File: config.mk
export PLATFORM = sky130hd
export DESIGN_NAME = noc_2x2
export DESIGN_NICKNAME = d
export VERILOG_FILES = /design/src/rtl/router_pkg.sv /design/src/rtl/router.sv /design/src/rtl/noc_2x2.sv
export SDC_FILE = /design/constraint.sdc
export NUM_CORES = 1
export LEC_CHECK = 0
export CAP_MARGIN = 20
export CELL_PAD_IN_SITES_DETAIL_PLACEMENT = 0
export CELL_PAD_IN_SITES_GLOBAL_PLACEMENT = 1
export CORE_AREA = 2 2 141 143
export DETAILED_ROUTE_END_ITERATION = 6
export DIE_AREA = 0 0 143 145
export PLACE_DENSITY = 0.78
export SETUP_SLACK_MARGIN = 0.02
export SLEW_MARGIN = 5
export SYNTH_ARGS = -nofsm -noshare
export SYNTH_HDL_FRONTEND = slang
export SYNTH_SLANG_ARGS = --single-unit
File: constraint.sdc
create_clock -name clk -period 2.8 [get_ports clk]
set_input_delay 0.7 -clock clk [delete_from_list [all_inputs] [get_ports clk]]
set_output_delay 0.7 -clock clk [all_outputs]
set_load 0.05 [all_outputs]
File: src/rtl/router_pkg.sv
// Shared types and helpers for the 2x2 XY mesh (noc_2x2).
// Optional build macro used by the router: NOC_SYNC_EN.
package router_pkg;

  localparam int PAYLOAD     = 4;
  localparam int X_BITS      = 1;
  localparam int Y_BITS      = 1;
  localparam int X_CNT       = 2;
  localparam int Y_CNT       = 2;
  localparam int PACKET_SIZE = X_BITS + Y_BITS + PAYLOAD;
  localparam int NPORTS      = 3;

  typedef struct packed {
    logic [X_BITS-1:0]  x;
    logic [Y_BITS-1:0]  y;
    logic [PAYLOAD-1:0] payload;
  } packet_t;

  // Port encoding doubles as the round-robin index: LOCAL, XDIR, YDIR.
  typedef enum logic [1:0] {
    LOCAL = 2'd0,
    XDIR  = 2'd1,
    YDIR  = 2'd2
  } port_e;

  // Dimension-ordered routing: resolve x first, then y, then deliver.
  function automatic port_e xy_route(packet_t p, logic [X_BITS-1:0] rx,
                                     logic [Y_BITS-1:0] ry);
    if (p.x != rx) return XDIR;
    else if (p.y != ry) return YDIR;
    else return LOCAL;
  endfunction

  // Cyclic successor over the three port indices.
  function automatic logic [1:0] next_port(logic [1:0] p);
    return (p == 2'd2) ? 2'd0 : p + 2'd1;
  endfunction

endpackage

File: src/rtl/router.sv
// One XY mesh router: single-entry input buffers (local, X, Y), route compute,
// per-output round-robin arbiters and the two-phase local PE handshakes.
// NOC_SYNC_EN adds 2-flop synchronisers on req_i and ack_o.
//
// Handshakes:
//  - PE ports are two-phase toggles: a request is pending while req != ack.
//  - Neighbour links use valid/empty: a packet moves on an edge where the
//    sender's x/y_out_valid is high and the receiver's buffer was empty at the
//    start of that cycle (x/y_out_empty). Both sides evaluate the same terms.
module router
  import router_pkg::*;
#(
  parameter int RX = 0,
  parameter int RY = 0
) (
  input  logic    clk,
  input  logic    rst,
  input  logic    req_i,
  input  packet_t data_i,
  output logic    ack_i,
  output logic    req_o,
  output packet_t data_o,
  input  logic    ack_o,
  input  logic    x_in_valid,
  input  packet_t x_in_data,
  output logic    x_in_empty,
  output logic    x_out_valid,
  output packet_t x_out_data,
  input  logic    x_out_empty,
  input  logic    y_in_valid,
  input  packet_t y_in_data,
  output logic    y_in_empty,
  output logic    y_out_valid,
  output packet_t y_out_data,
  input  logic    y_out_empty
);

  localparam logic [X_BITS-1:0] MY_X = X_BITS'(RX);
  localparam logic [Y_BITS-1:0] MY_Y = Y_BITS'(RY);

  logic req_s, ack_s;

`ifdef NOC_SYNC_EN
  logic [1:0] req_sync, ack_sync;

  // Two-flop synchronisers ahead of toggle edge detection.
  always_ff @(posedge clk) begin
    if (rst) begin
      req_sync <= '0;
      ack_sync <= '0;
    end else begin
      req_sync <= {req_sync[0], req_i};
      ack_sync <= {ack_sync[0], ack_o};
    end
  end

  assign req_s = req_sync[1];
  assign ack_s = ack_sync[1];
`else
  assign req_s = req_i;
  assign ack_s = ack_o;
`endif

  packet_t           buf_data [NPORTS];
  logic [NPORTS-1:0] buf_valid;
  logic [1:0]        dest     [NPORTS];
  logic [NPORTS-1:0] want     [NPORTS];
  logic [1:0]        ptr      [NPORTS];
  logic [1:0]        grant    [NPORTS];
  logic [1:0]        scan;
  logic [NPORTS-1:0] found, out_ready, fire, pop;

  // Route compute and per-output round-robin arbitration starting at ptr.
  always_comb begin
    found = '0;
    scan  = 2'd0;
    for (int i = 0; i < NPORTS; i++) dest[i] = xy_route(buf_data[i], MY_X, MY_Y);
    for (int o = 0; o < NPORTS; o++) begin
      want[o]  = '0;
      grant[o] = ptr[o];
      for (int i = 0; i < NPORTS; i++)
        want[o][i] = buf_valid[i] && (dest[i] == 2'(o));
      scan = ptr[o];
      for (int k = 0; k < NPORTS; k++) begin
        if (!found[o] && want[o][scan]) begin
          found[o] = 1'b1;
          grant[o] = scan;
        end
        scan = next_port(scan);
      end
    end
    out_ready[LOCAL] = (req_o == ack_s);
    out_ready[XDIR]  = x_out_empty;
    out_ready[YDIR]  = y_out_empty;
    fire = found & out_ready;
    for (int i = 0; i < NPORTS; i++)
      pop[i] = buf_valid[i] && fire[dest[i]] && (grant[dest[i]] == 2'(i));
  end

  assign x_out_valid = found[XDIR];
  assign x_out_data  = buf_data[grant[XDIR]];
  assign y_out_valid = found[YDIR];
  assign y_out_data  = buf_data[grant[YDIR]];
  assign x_in_empty  = ~buf_valid[XDIR];
  assign y_in_empty  = ~buf_valid[YDIR];

  // Buffer fill/drain, arbiter pointer rotation and PE toggle handshakes.
  always_ff @(posedge clk) begin
    if (rst) begin
      buf_valid <= '0;
      for (int i = 0; i < NPORTS; i++) begin
        buf_data[i] <= '0;
        ptr[i]      <= LOCAL;
      end
      ack_i  <= 1'b0;
      req_o  <= 1'b0;
      data_o <= '0;
    end else begin
      for (int i = 0; i < NPORTS; i++)
        if (pop[i]) buf_valid[i] <= 1'b0;
      // A buffer only fills when it was empty, so fill never races its drain.
      if ((req_s != ack_i) && !buf_valid[LOCAL]) begin
        buf_valid[LOCAL] <= 1'b1;
        buf_data[LOCAL]  <= data_i;
        ack_i            <= ~ack_i;
      end
      if (x_in_valid && !buf_valid[XDIR]) begin
        buf_valid[XDIR] <= 1'b1;
        buf_data[XDIR]  <= x_in_data;
      end
      if (y_in_valid && !buf_valid[YDIR]) begin
        buf_valid[YDIR] <= 1'b1;
        buf_data[YDIR]  <= y_in_data;
      end
      for (int o = 0; o < NPORTS; o++)
        if (fire[o]) ptr[o] <= next_port(grant[o]);
      if (fire[LOCAL]) begin
        data_o <= buf_data[grant[LOCAL]];
        req_o  <= ~req_o;
      end
    end
  end

endmodule

File: src/rtl/noc_2x2.sv
// 2x2 XY mesh top: four routers and their neighbour links.
// Optional build macro (applied inside router): NOC_SYNC_EN.
module noc_2x2
  import router_pkg::*;
(
  input  logic                   clk,
  input  logic                   rst,
  input  logic                   req_i  [X_CNT][Y_CNT],
  input  logic [PACKET_SIZE-1:0] data_i [X_CNT][Y_CNT],
  output logic                   ack_i  [X_CNT][Y_CNT],
  output logic                   req_o  [X_CNT][Y_CNT],
  output logic [PACKET_SIZE-1:0] data_o [X_CNT][Y_CNT],
  input  logic                   ack_o  [X_CNT][Y_CNT]
);

  // Link nets are indexed by the sending router; empties by the receiver.
  logic    xv [X_CNT][Y_CNT];
  packet_t xd [X_CNT][Y_CNT];
  logic    xe [X_CNT][Y_CNT];
  logic    yv [X_CNT][Y_CNT];
  packet_t yd [X_CNT][Y_CNT];
  logic    ye [X_CNT][Y_CNT];

  for (genvar gx = 0; gx < X_CNT; gx++) begin : g_x
    for (genvar gy = 0; gy < Y_CNT; gy++) begin : g_y
      router #(.RX(gx), .RY(gy)) u_router (
        .clk        (clk),
        .rst        (rst),
        .req_i      (req_i[gx][gy]),
        .data_i     (data_i[gx][gy]),
        .ack_i      (ack_i[gx][gy]),
        .req_o      (req_o[gx][gy]),
        .data_o     (data_o[gx][gy]),
        .ack_o      (ack_o[gx][gy]),
        .x_in_valid (xv[X_CNT-1-gx][gy]),
        .x_in_data  (xd[X_CNT-1-gx][gy]),
        .x_in_empty (xe[gx][gy]),
        .x_out_valid(xv[gx][gy]),
        .x_out_data (xd[gx][gy]),
        .x_out_empty(xe[X_CNT-1-gx][gy]),
        .y_in_valid (yv[gx][Y_CNT-1-gy]),
        .y_in_data  (yd[gx][Y_CNT-1-gy]),
        .y_in_empty (ye[gx][gy]),
        .y_out_valid(yv[gx][gy]),
        .y_out_data (yd[gx][gy]),
        .y_out_empty(ye[gx][Y_CNT-1-gy])
      );
    end
  end

endmodule

==> impl_results.html <==
<table>
<tr><th>Metric</th><th>Value</th></tr>
<tr><th colspan="2">Run status</th></tr>
<tr><td>Result of the run</td><td>completed</td></tr>
<tr><th colspan="2">Timing</th></tr>
<tr><td>Final setup violating endpoints</td><td>0</td></tr>
<tr><td>Final max-slew violation count</td><td>0</td></tr>
<tr><td>Final Cycle Share</td><td>84.82%</td></tr>
<tr><td>Total negative slack</td><td>0 ns</td></tr>
<tr><td>Worst-case hold slack</td><td>0.4744 ns</td></tr>
<tr><td>Minimum clock period after layout</td><td>~2.4 ns</td></tr>
<tr><td>Unrepaired setup endpoints after global routing</td><td>no</td></tr>
<tr><td>Maximum clock rate</td><td>between 400 and 500 MHz</td></tr>
<tr><td>Slew at the pin closest to its max-slew limit</td><td>about 0.74 ns</td></tr>
<tr><td>Max-slew headroom</td><td>between 50% and 60%</td></tr>
<tr><td>Setup skew after layout</td><td>just under 0.009 ns</td></tr>
<tr><td>Final Hold Violating Endpoints</td><td>0</td></tr>
<tr><th colspan="2">Pwr</th></tr>
<tr><td>Reported leakage power</td><td>between 4 and 5 nW</td></tr>
<tr><td>Power density of the placed cells</td><td>roughly 1000 nW/um^2</td></tr>
<tr><td>Worst vdd rail ir drop</td><td>between 500 and 600 uV</td></tr>
<tr><td>Total Power Consumption</td><td>about 11 mW</td></tr>
<tr><th colspan="2">Logic synthesis</th></tr>
<tr><td>Largest family of logic cells by synthesized area</td><td>compound AO/OA/AOI/OAI gates</td></tr>
<tr><td>Most instantiated cells after synthesis</td><td>nor2_1, edfxtp_1, mux2i_1</td></tr>
<tr><td>Synthesized-area fraction occupied by xor and xnor cells</td><td>0.8840%</td></tr>
<tr><td>Cell type contributing the most total cell area after synthesis</td><td>edfxtp_1</td></tr>
<tr><td>Synth top area share</td><td>32.33%</td></tr>
<tr><td>Area of the mapped netlist</td><td>8917 sq um</td></tr>
<tr><td>Mean instance size in the synthesized netlist</td><td>9.897 sq um</td></tr>
<tr><td>Seq cells post-synth</td><td>140</td></tr>
<tr><td>Adder-cell share of the synthesized area</td><td>under 10%</td></tr>
<tr><td>Number of distinct library cells after synthesis</td><td>just over 90</td></tr>
<tr><td>Syn. warnings</td><td>0</td></tr>
<tr><td>Basic-gate share of the synthesized area counting and, or, nand and nor cells</td><td>19.67%</td></tr>
<tr><td>Most instantiated library cell after synthesis</td><td>nor2_1</td></tr>
<tr><td>Number of flops mapped to enable cells by yosys</td><td>96</td></tr>
<tr><td>Synthesized net count</td><td>between 900 and 1,000</td></tr>
<tr><td>Post-synth ARST share</td><td>0%</td></tr>
<tr><td>Post-synthesis sequential area ratio</td><td>a little over two fifths</td></tr>
<tr><td>Share of synthesized area spent on multiplexers</td><td>approximately 7.4%</td></tr>
<tr><td>Cell types with the largest area share after synthesis</td><td>edfxtp_1, dfxtp_1, mux2i_1</td></tr>
<tr><td>Most used flip-flop cell after synthesis</td><td>edfxtp_1</td></tr>
<tr><td>Compound-gate portion of the synthesized area</td><td>between 20% and 30%</td></tr>
<tr><td>Synthesized instance count</td><td>around 900</td></tr>
<tr><th colspan="2">Die</th></tr>
<tr><td>Area of the die</td><td>approximately 21,000 sq um</td></tr>
<tr><td>Die height</td><td>about 150 um</td></tr>
<tr><td>Starting density of the core</td><td>46.43%</td></tr>
<tr><td>Placeable Area</td><td>19,210 sq um</td></tr>
<tr><td>Top-Level Pins</td><td>66</td></tr>
<tr><td>Rows</td><td>between 50 and 60</td></tr>
<tr><td>Die boundary width</td><td>about 140 um</td></tr>
<tr><th colspan="2">CTS</th></tr>
<tr><td>Clock Root Buffer</td><td>clkbuf_16</td></tr>
<tr><td>CTS Buf Count</td><td>17</td></tr>
<tr><td>Skew-Pair Late Insertion Delay</td><td>~0.44 ns</td></tr>
<tr><td>H-Tree Level Count</td><td>4</td></tr>
<tr><td>TritonCTS clock tree</td><td>done</td></tr>
<tr><td>Number of sinks driven by the clock tree</td><td>140</td></tr>
<tr><td>Post-CTS Setup Bufs</td><td>0</td></tr>
<tr><td>Number of cells upsized or downsized after cts</td><td>0</td></tr>
<tr><td>CTS Hold Buffers Added</td><td>0</td></tr>
<tr><td>CTS clk-pin slew, worst paths</td><td>roughly 0.060 ns</td></tr>
<tr><td>Clk buf depth</td><td>2</td></tr>
<tr><th colspan="2">Placement</th></tr>
<tr><td>Half-perimeter wire length after detailed placement</td><td>17.36 mm</td></tr>
<tr><td>Area post-placement</td><td>between 9000 and 10,000 sq um</td></tr>
<tr><td>Routability Congestion</td><td>approximately 0.87</td></tr>
<tr><td>Total of buffers placed on input and output ports</td><td>65</td></tr>
<tr><th colspan="2">Finish</th></tr>
<tr><td>Fraction of final layout cells sized beyond drive strength 1</td><td>a little over an eighth</td></tr>
<tr><td>Number of antenna diodes</td><td>0</td></tr>
<tr><td>Non-Filler Cell Area, Final</td><td>10,360 sq um</td></tr>
<tr><td>Area added between synthesis and finish</td><td>16.19%</td></tr>
<tr><td>Number of nets in the finished design</td><td>1,005</td></tr>
<tr><td>Final core area utilization</td><td>53.94%</td></tr>
<tr><th colspan="2">Routing</th></tr>
<tr><td>Via-per-instance ratio</td><td>5.891</td></tr>
<tr><td>Detailed-routing iteration count for the pre-antenna-repair pass</td><td>5</td></tr>
<tr><td>Post-route ant nets</td><td>0</td></tr>
<tr><td>Drt total wl</td><td>about 24 mm</td></tr>
<tr><td>Detailed-route DRC error count</td><td>0</td></tr>
<tr><td>Vias post-DR</td><td>approximately 7,300</td></tr>
<tr><td>Starting DRC count in detailed routing</td><td>approximately 600</td></tr>
<tr><td>Routed len/inst</td><td>~19 um</td></tr>
<tr><th colspan="2">GRT</th></tr>
<tr><td>Busiest grt layer</td><td>met2</td></tr>
<tr><td>Met1 usage</td><td>between 30 and 40%</td></tr>
<tr><td>Met3 demand-to-capacity share in global routing</td><td>roughly 3.8%</td></tr>
<tr><td>Global route total overflow</td><td>0</td></tr>
<tr><td>Number of antenna violations at the first check in global routing</td><td>0</td></tr>
<tr><td>Met2 Usage GRT</td><td>~36%</td></tr>
<tr><td>Maximum number of pins on one net before global-route repair</td><td>23</td></tr>
<tr><td>Global-route total usage across every layer</td><td>between 20% and 30%</td></tr>
<tr><td>First-pass GRT wire length</td><td>~38 mm</td></tr>
<tr><td>Vias in the first global route</td><td>between 6,000 and 7,000</td></tr>
<tr><th colspan="2">Setup path</th></tr>
<tr><td>Slowest stage cell on the critical path</td><td>edfxtp_1</td></tr>
<tr><td>CP bufs+invs</td><td>1</td></tr>
<tr><td>List of cells traversed by the critical path</td><td>or3b_1, a21oi_2, o31ai_2, a31o_1, buf_4, a311oi_1</td></tr>
<tr><td>Critical path arrival</td><td>2.55 ns</td></tr>
<tr><td>CP required</td><td>slightly below 3 ns</td></tr>
<tr><td>Dominant delay contributor by cell family on the critical path</td><td>compound AO/OA/AOI/OAI gates</td></tr>
<tr><td>Critical setup path kind</td><td>reg -&gt; reg</td></tr>
<tr><td>Kind of start point of the critical path</td><td>register</td></tr>
<tr><td>Biggest fanout along the worst timing path</td><td>13</td></tr>
<tr><td>Crit-path max cell delay</td><td>around 0.67 ns</td></tr>
<tr><td>Kind of end point of the critical path</td><td>register</td></tr>
<tr><th colspan="2">Job</th></tr>
<tr><td>Maxcap violations</td><td>0</td></tr>
<tr><th colspan="2">Min path</th></tr>
<tr><td>Hold WC Path Type</td><td>reg -&gt; reg</td></tr>
</table>
## sequential cells by signal (all words and copies together), names as in the netlist
signal / count
g_x.g_y.u_router.data_o: 24
g_x.g_y.u_router.buf_valid: 12
g_x.g_y.u_router.ptr: 24
g_x.g_y.u_router.buf_data: 72
g_x.g_y.u_router.req_o: 4
g_x.g_y.u_router.ack_i: 4
## worst paths after layout
path,cells past startpoint,to,from,slack [ns]
setup / recovery,6,g_x[0].g_y[0].u_router.buf_data[2][4],g_x[0].g_y[1].u_router.buf_data[2][5],0.43
hold / removal,2,g_x[1].g_y[0].u_router.data_o[5],g_x[1].g_y[0].u_router.data_o[5],0.47
setup reg to reg,6,g_x[0].g_y[0].u_router.buf_data[2][4],g_x[0].g_y[1].u_router.buf_data[2][5],0.43
hold reg to reg,2,g_x[1].g_y[0].u_router.data_o[5],g_x[1].g_y[0].u_router.data_o[5],0.47
## cells in the final DEF (no fill, tap or decap), drive strengths merged, types with 5 or more instances in the layout
cell,synthesis,final
o21ai,22,22
o22ai,18,18
a21oi,37,37
a31oi,7,7
o221ai,8,8
nand4,16,16
nand3,28,28
nand2,50,50
nor3b,16,16
a32oi,6,6
nor2,108,108
clkdlybuf4s50,0,65
and3,9,9
a31o,7,7
nor3,18,18
edfxtp,96,96
o211a,5,5
clkbuf,14,20
dfxtp,44,44
o211ai,18,18
xor2,6,6
mux2i,66,66
a21o,8,8
ha,11,11
and2,11,11
nand3b,10,10
nor2b,10,10
a211o,5,5
inv,55,61
nand2b,17,17
o31ai,6,6
and3b,10,10
a211oi,57,57
buf,46,35
## cells by family after synthesis
kind of cell / count (synthesis)
buffers and inverters: 115
and+or+nand+nor: 324
adders and majority gates: 11
xor gates and xnor gates: 9
muxes: 66
DFF: 140
AOI/OAI and AO/OA: 236
## metrics by stage
step	worst slack, ns	cells
2_1_floorplan	0.7218	901
3_3_place_gp	0.2450	1206
5_1_grt	0.2806	1238
3_5_place_dp	0.2257	1206
6_report	0.4250	1238
4_1_cts	0.4284	1238
## per-layer routing
layer | vias up | routed length, um
met1 | 3503 | 11320
li1 | 3515 | -
met2 | 240 | 10980
met5 | - | 0
met4 | 0 | 361
met3 | 35 | 1247
## worst reg2reg max path: stages, from the launching register on
cell and delay, ns:
edfxtp_1 0.67, or3b_1 0.26, a21oi_2 0.05, o31ai_2 0.61, a31o_1 0.26, buf_4 0.21
a311oi_1 0.06
## layout make-up
| class | count | area [sq um] |
|---|---|---|
| clock buffers | 20 | 500.5 |
| clock inverters | 12 | 92.59 |
| fillers | 1765 | 8846 |
| inverters | 55 | 206.4 |
| multi-input cells | 646 | 4541 |
| flip-flops and latches | 140 | 3764 |
| well taps | 265 | 331.6 |
| repair buffers | 100 | 925.9 |
## where the power goes
group / total, mW / internal (mW) / leakage (nW) / switching [mW]
Combinational: 4.33 / 1.76 / 2.37 / 2.58
Clock: 2.26 / 1.30 / 0.290 / 0.959
Sequential: 4.04 / 3.06 / 1.37 / 0.981
Total: 10.6 / 6.12 / 4.03 / 4.52
Power figures use the tool's default switching activity.
==> RTL edit 1: new RTL, config.mk and constraints unchanged <==
Set the package constant `PAYLOAD` to 2 (it was 4).
--- a/src/rtl/router_pkg.sv
+++ b/src/rtl/router_pkg.sv
@@ -2,7 +2,7 @@
 // Optional build macro used by the router: NOC_SYNC_EN.
 package router_pkg;
 
-  localparam int PAYLOAD     = 4;
+  localparam int PAYLOAD     = 2;
   localparam int X_BITS      = 1;
   localparam int Y_BITS      = 1;
   localparam int X_CNT       = 2;
Interface: changed (resized data_i and data_o); port bits go from 66 to 50. The function was not compared with the original's and may differ.
==> RTL edit 1 against the unedited design <==
  * Cell area is 23% lower
  * Clock power is 46% lower
  * Critical path depth stayed put
  * Power is 31% lower
  * Fmax is 0.53% lower
  * Sequential cell count is 32 lower
  * Wire length is 24% lower
  * Via count is 20% lower
  * Count of clock-buffer cells in the layout is 10 lower
  * Clock skew is 4.5 ps higher
  * Area after synthesis is 23% lower
  * Worst setup slack worse by 13 ps
  * Critical path type unchanged
  * Highest routed layer unchanged
==> RTL edit 1: results (changes against the unedited design) <==
outcome: "complete, no violations"
post_synth_num_cell_types: 77  # -15%
postSynthRegisterBits: 108  # -23%
post-place-cells: 1052  # -13%
critical_path.top_delay_family: "simple AND/OR/NAND/NOR gates"
pre_cts_ws_ps: 389  # +164 ps
cp_max_fo: 10  # -3
postSynthNetCount: 787  # -17%
post_dp_cell_area_sq_um: 7690  # -21%
first_drt_pass_iteration_count: 4  # -1
buffer_ports.inserted: 49  # -25%
synth.avg_cell_area_sq_um: 9.20  # -7.1%
nets: 835  # -17%
place.gp.congestion: 0.826  # -5.4%
final-nonclk-buf-share_pct: 8.55  # -0.39 points
synth_mux_area_share_pct: 5.95  # -1.5 points
total_leakage_power_nw: 3.03  # -25%
num-nonclk-inverters: 47  # -15%
reg_top3: "g_x.g_y.u_router.buf_data: 48 flops, g_x.g_y.u_router.ptr: 24 flops, g_x.g_y.u_router.data_o: 16 flops"
multi_input_area_share_pct: 45.5  # +1.7 points
post_synth_most_frequent_cells: "92 x sky130_fd_sc_hd__nor2_1, 72 x sky130_fd_sc_hd__edfxtp_1, 67 x sky130_fd_sc_hd__nand2_1"
cp_slowest_cell: "sky130_fd_sc_hd__dfxtp_1"
maximum_cell_stage_delay_along_the_critical_path_ps: 530  # -140 ps
synth-edff-count: 72  # -25%
final.fill_count: 1890  # +7.1%
synth_adder_area_share_pct: 1.99  # +0.45 points
maxClockFrequency_ghz: 0.419  # -0.53%
clock-skew-final_ps: 13.3  # +4.52 ps
synth.top_cells.by_area: "sky130_fd_sc_hd__edfxtp_1 31%, sky130_fd_sc_hd__dfxtp_1 10%, sky130_fd_sc_hd__mux2i_1 5.9%"
largest_net_degree_at_the_start_of_global_routing: 28  # +22%
via_count_of_the_first_global_routing_pass: 5544  # -20%
final-clk-cell-share_pct: 3.38  # -2.3 points
wl_um: 18300  # -24%
clock_tree.htree_level_count: 3  # -1
final_layout_size_suffix_gt1_share_pct: 9.34  # -4.2 points
grt_first_pass_wirelength_um: 29300  # -24%
regToRegStartpoint: "g_x[0].g_y[1].u_router.buf_valid[1]"
drt_iter0_markers: 399  # -34%
tritoncts.num_buffers: 9  # -8
power-per-cell-area_nw_per_um2: 919  # -10%
layout.comb_gates.multi_input: 557  # -14%
arrival_ps: 2640  # +90 ps
RTL edit 1: changes by cell type after synthesis, sizes merged, moves of 11 or more:
cell / change
a211oi: -21
a21oi: -11
buf: -26
edfxtp: -24
mux2i: -25
nand2: +17
nand3: -13
nand4: -16
nor2: -16
o21ai: +14
RTL edit 1: routing by layer:
layer  up-vias  track usage [%]  wire (um)
met4         0             5.00        316
met3        23             3.33       1080
met1      2772             24.8       8460
li1       2885                -          -
met5         -                0          0
met2       183             28.3       8440
RTL edit 1: power by group:
part	switching [W]	internal [W]
sequential	0.000702	0.00229
combinational	0.00182	0.00129
clock	0.000611	0.000604
RTL edit 1: worst min path at each step:
stage / from / endpoint / slack [ps] / cells past startpoint
global placement: g_x[1].g_y[0].u_router.data_o[2] / g_x[1].g_y[0].u_router.data_o[2] / 420 / 2
finish: g_x[1].g_y[0].u_router.data_o[2] / g_x[1].g_y[0].u_router.data_o[2] / 440 / 2
detailed placement: g_x[1].g_y[0].u_router.data_o[2] / g_x[1].g_y[0].u_router.data_o[2] / 420 / 2
global route: g_x[1].g_y[0].u_router.data_o[2] / g_x[1].g_y[0].u_router.data_o[2] / 480 / 2
CTS: g_x[1].g_y[0].u_router.data_o[2] / g_x[1].g_y[0].u_router.data_o[2] / 440 / 2
floorplan: g_x[0].g_y[1].u_router.buf_data[2][0] / g_x[0].g_y[1].u_router.data_o[0] / 500 / 2
RTL edit 1: cells by family after synthesis:
group	Yosys count
AND/OR/NAND/NOR	294
adder cells (fa/ha/maj)	11
multiplexers	41
AO/OA/AOI/OAI	202
flip-flops	108
XOR/XNOR	9
buffers and inverters	85
==> RTL edit 2: new RTL, same settings <==
Made on the original files. The option `NOC_SYNC_EN` is turned on by a define.
--- a/src/rtl/router.sv
+++ b/src/rtl/router.sv
@@ -7,6 +7,8 @@
 //  - Neighbour links use valid/empty: a packet moves on an edge where the
 //    sender's x/y_out_valid is high and the receiver's buffer was empty at the
 //    start of that cycle (x/y_out_empty). Both sides evaluate the same terms.
+`define NOC_SYNC_EN
+
 module router
   import router_pkg::*;
 #(
Function: changed (a bounded check fails within 4 cycles, from zero or initial values and one cycle with rst high).
==> RTL edit 2 against the unedited design <==
  * Cell area increased by 0.50%
  * Utilization increased by 0.27 points
  * Sequential share of layout area increased by 2.9 points
  * Area after synthesis increased by 1.3%
  * Die area unchanged
  * Count of clock-buffer cells in the layout increased by 1
  * Cell count increased by 1.5%
  * Wire length decreased by 4.4%
  * Sequential cell count increased by 16
  * Worst setup slack got worse by 190 ps
  * Critical endpoint is now g_x[1].g_y[0].u_router.buf_data[2][4]
Power is not compared: it rests on default switching activity, and its combinational part moved more than twofold at a synthesized area within 25%.
==> RTL edit 2: results (changes against the unedited design) <==
outcome: "complete, no violations"
post_detailed_placement_half_perimeter_wirelength_um: 16300  # -5.9%
cp_max_fo: 12  # -1
synth_mux_area_share_pct: 6.32  # -1.1 points
largest_net_degree_at_the_start_of_global_routing: 63  # +170%
via_count_of_the_first_global_routing_pass: 6797  # -2.0%
synth_adder_area_share_pct: 1.39  # -0.16 points
clock-skew-final_ps: 10.7  # +1.96 ps
cts.reportedPaths.clkPinSlew_ps: 60  # about the same
place.gp.congestion: 0.862  # -1.3%
postSynthNetCount: 974  # +3.0%
timing_worst_slew_pin_value_ps: 876  # +138 ps
timing.reg2reg.setup_slack_ps: 240  # -190 ps
synth_xor_area_share_pct: 0.970  # +0.086 points
grt_first_pass_wirelength_um: 36900  # -3.6%
first_drt_pass_iteration_count: 6  # +1
crit_start: "g_x[1].g_y[1].u_router.buf_data[2][4]"
synth_seq_area_share_pct: 45.2  # +3.0 points
critical_path.top_delay_family: "simple AND/OR/NAND/NOR gates"
final_layout_size_suffix_gt1_share_pct: 9.78  # -3.8 points
cp_slowest_cell: "sky130_fd_sc_hd__a31oi_1"
post_synth_num_cell_types: 91  # unchanged
regToRegEndpoint: "g_x[1].g_y[0].u_router.buf_data[2][4]"
synth.top_cells.by_area: "sky130_fd_sc_hd__edfxtp_1 32%, sky130_fd_sc_hd__dfxtp_1 13%, sky130_fd_sc_hd__mux2i_1 6.3%"
timing.reg2reg.worst_path_depth: 6  # unchanged
drt_iter0_markers: 667  # +11%
post_dp_cell_area_sq_um: 9890  # +1.3%
maximum_cell_stage_delay_along_the_critical_path_ps: 570  # -100 ps
synth_compound_area_share_pct: 20.1  # -1.3 points
post_synth_most_frequent_cells: "96 x sky130_fd_sc_hd__edfxtp_1, 83 x sky130_fd_sc_hd__nor2_1, 82 x sky130_fd_sc_hd__nand2_1"
nets: 1023  # +1.8%
timing.hold.worst.start: "g_x[0].g_y[0].u_router.data_o[4]"
[RTL edit 2: cell types whose count changed after synthesis, sizes merged, moves of 18 or more]
| cell | unedited run | this run |
|---|---|---|
| a211oi | 57 | 31 |
| nor2 | 108 | 84 |
| inv | 55 | 37 |
| a21oi | 37 | 64 |
| nand2 | 50 | 83 |
| o21ai | 22 | 41 |
[RTL edit 2: worst reg2reg max path: stages (launching register included)]
cell and delay (ps):
sky130_fd_sc_hd__edfxtp_1 510, sky130_fd_sc_hd__and3b_4 400, sky130_fd_sc_hd__nand2_1 60, sky130_fd_sc_hd__a31oi_1 570, sky130_fd_sc_hd__nor3_1 140, sky130_fd_sc_hd__or2_1 440, sky130_fd_sc_hd__a311oi_1 280
[RTL edit 2: metrics by stage]
stage               std cells  setup slack [ps]  util (%)  total power [W]  hold WS (ps)
floorplan                 930               656         -          0.00432           414
detailed placement       1225               295      51.5          0.00486           419
global placement         1225               277      51.5          0.00486           415
finish                   1257               237      54.2          0.00694           427
CTS                      1257               274      54.2          0.00696           429
global route             1257              93.7      54.2          0.00728           458
[RTL edit 2: layout make-up]
type / count / area [sq um]
fill: 1723 / 8790
multi-input combinational: 678 / 4490
sequential: 156 / 4080
timing repair buffer: 88 / 843
clock buffer: 21 / 450
tap: 265 / 332
inverter: 38 / 143
clock inverter: 11 / 67.6
[RTL edit 2: routing by layer]
metal	GRT usage [%]	share of wire [%]
met1	33.4	48
met2	34.5	46
met3	3.83	5.7
met4	5.59	1.1
met5	0	0
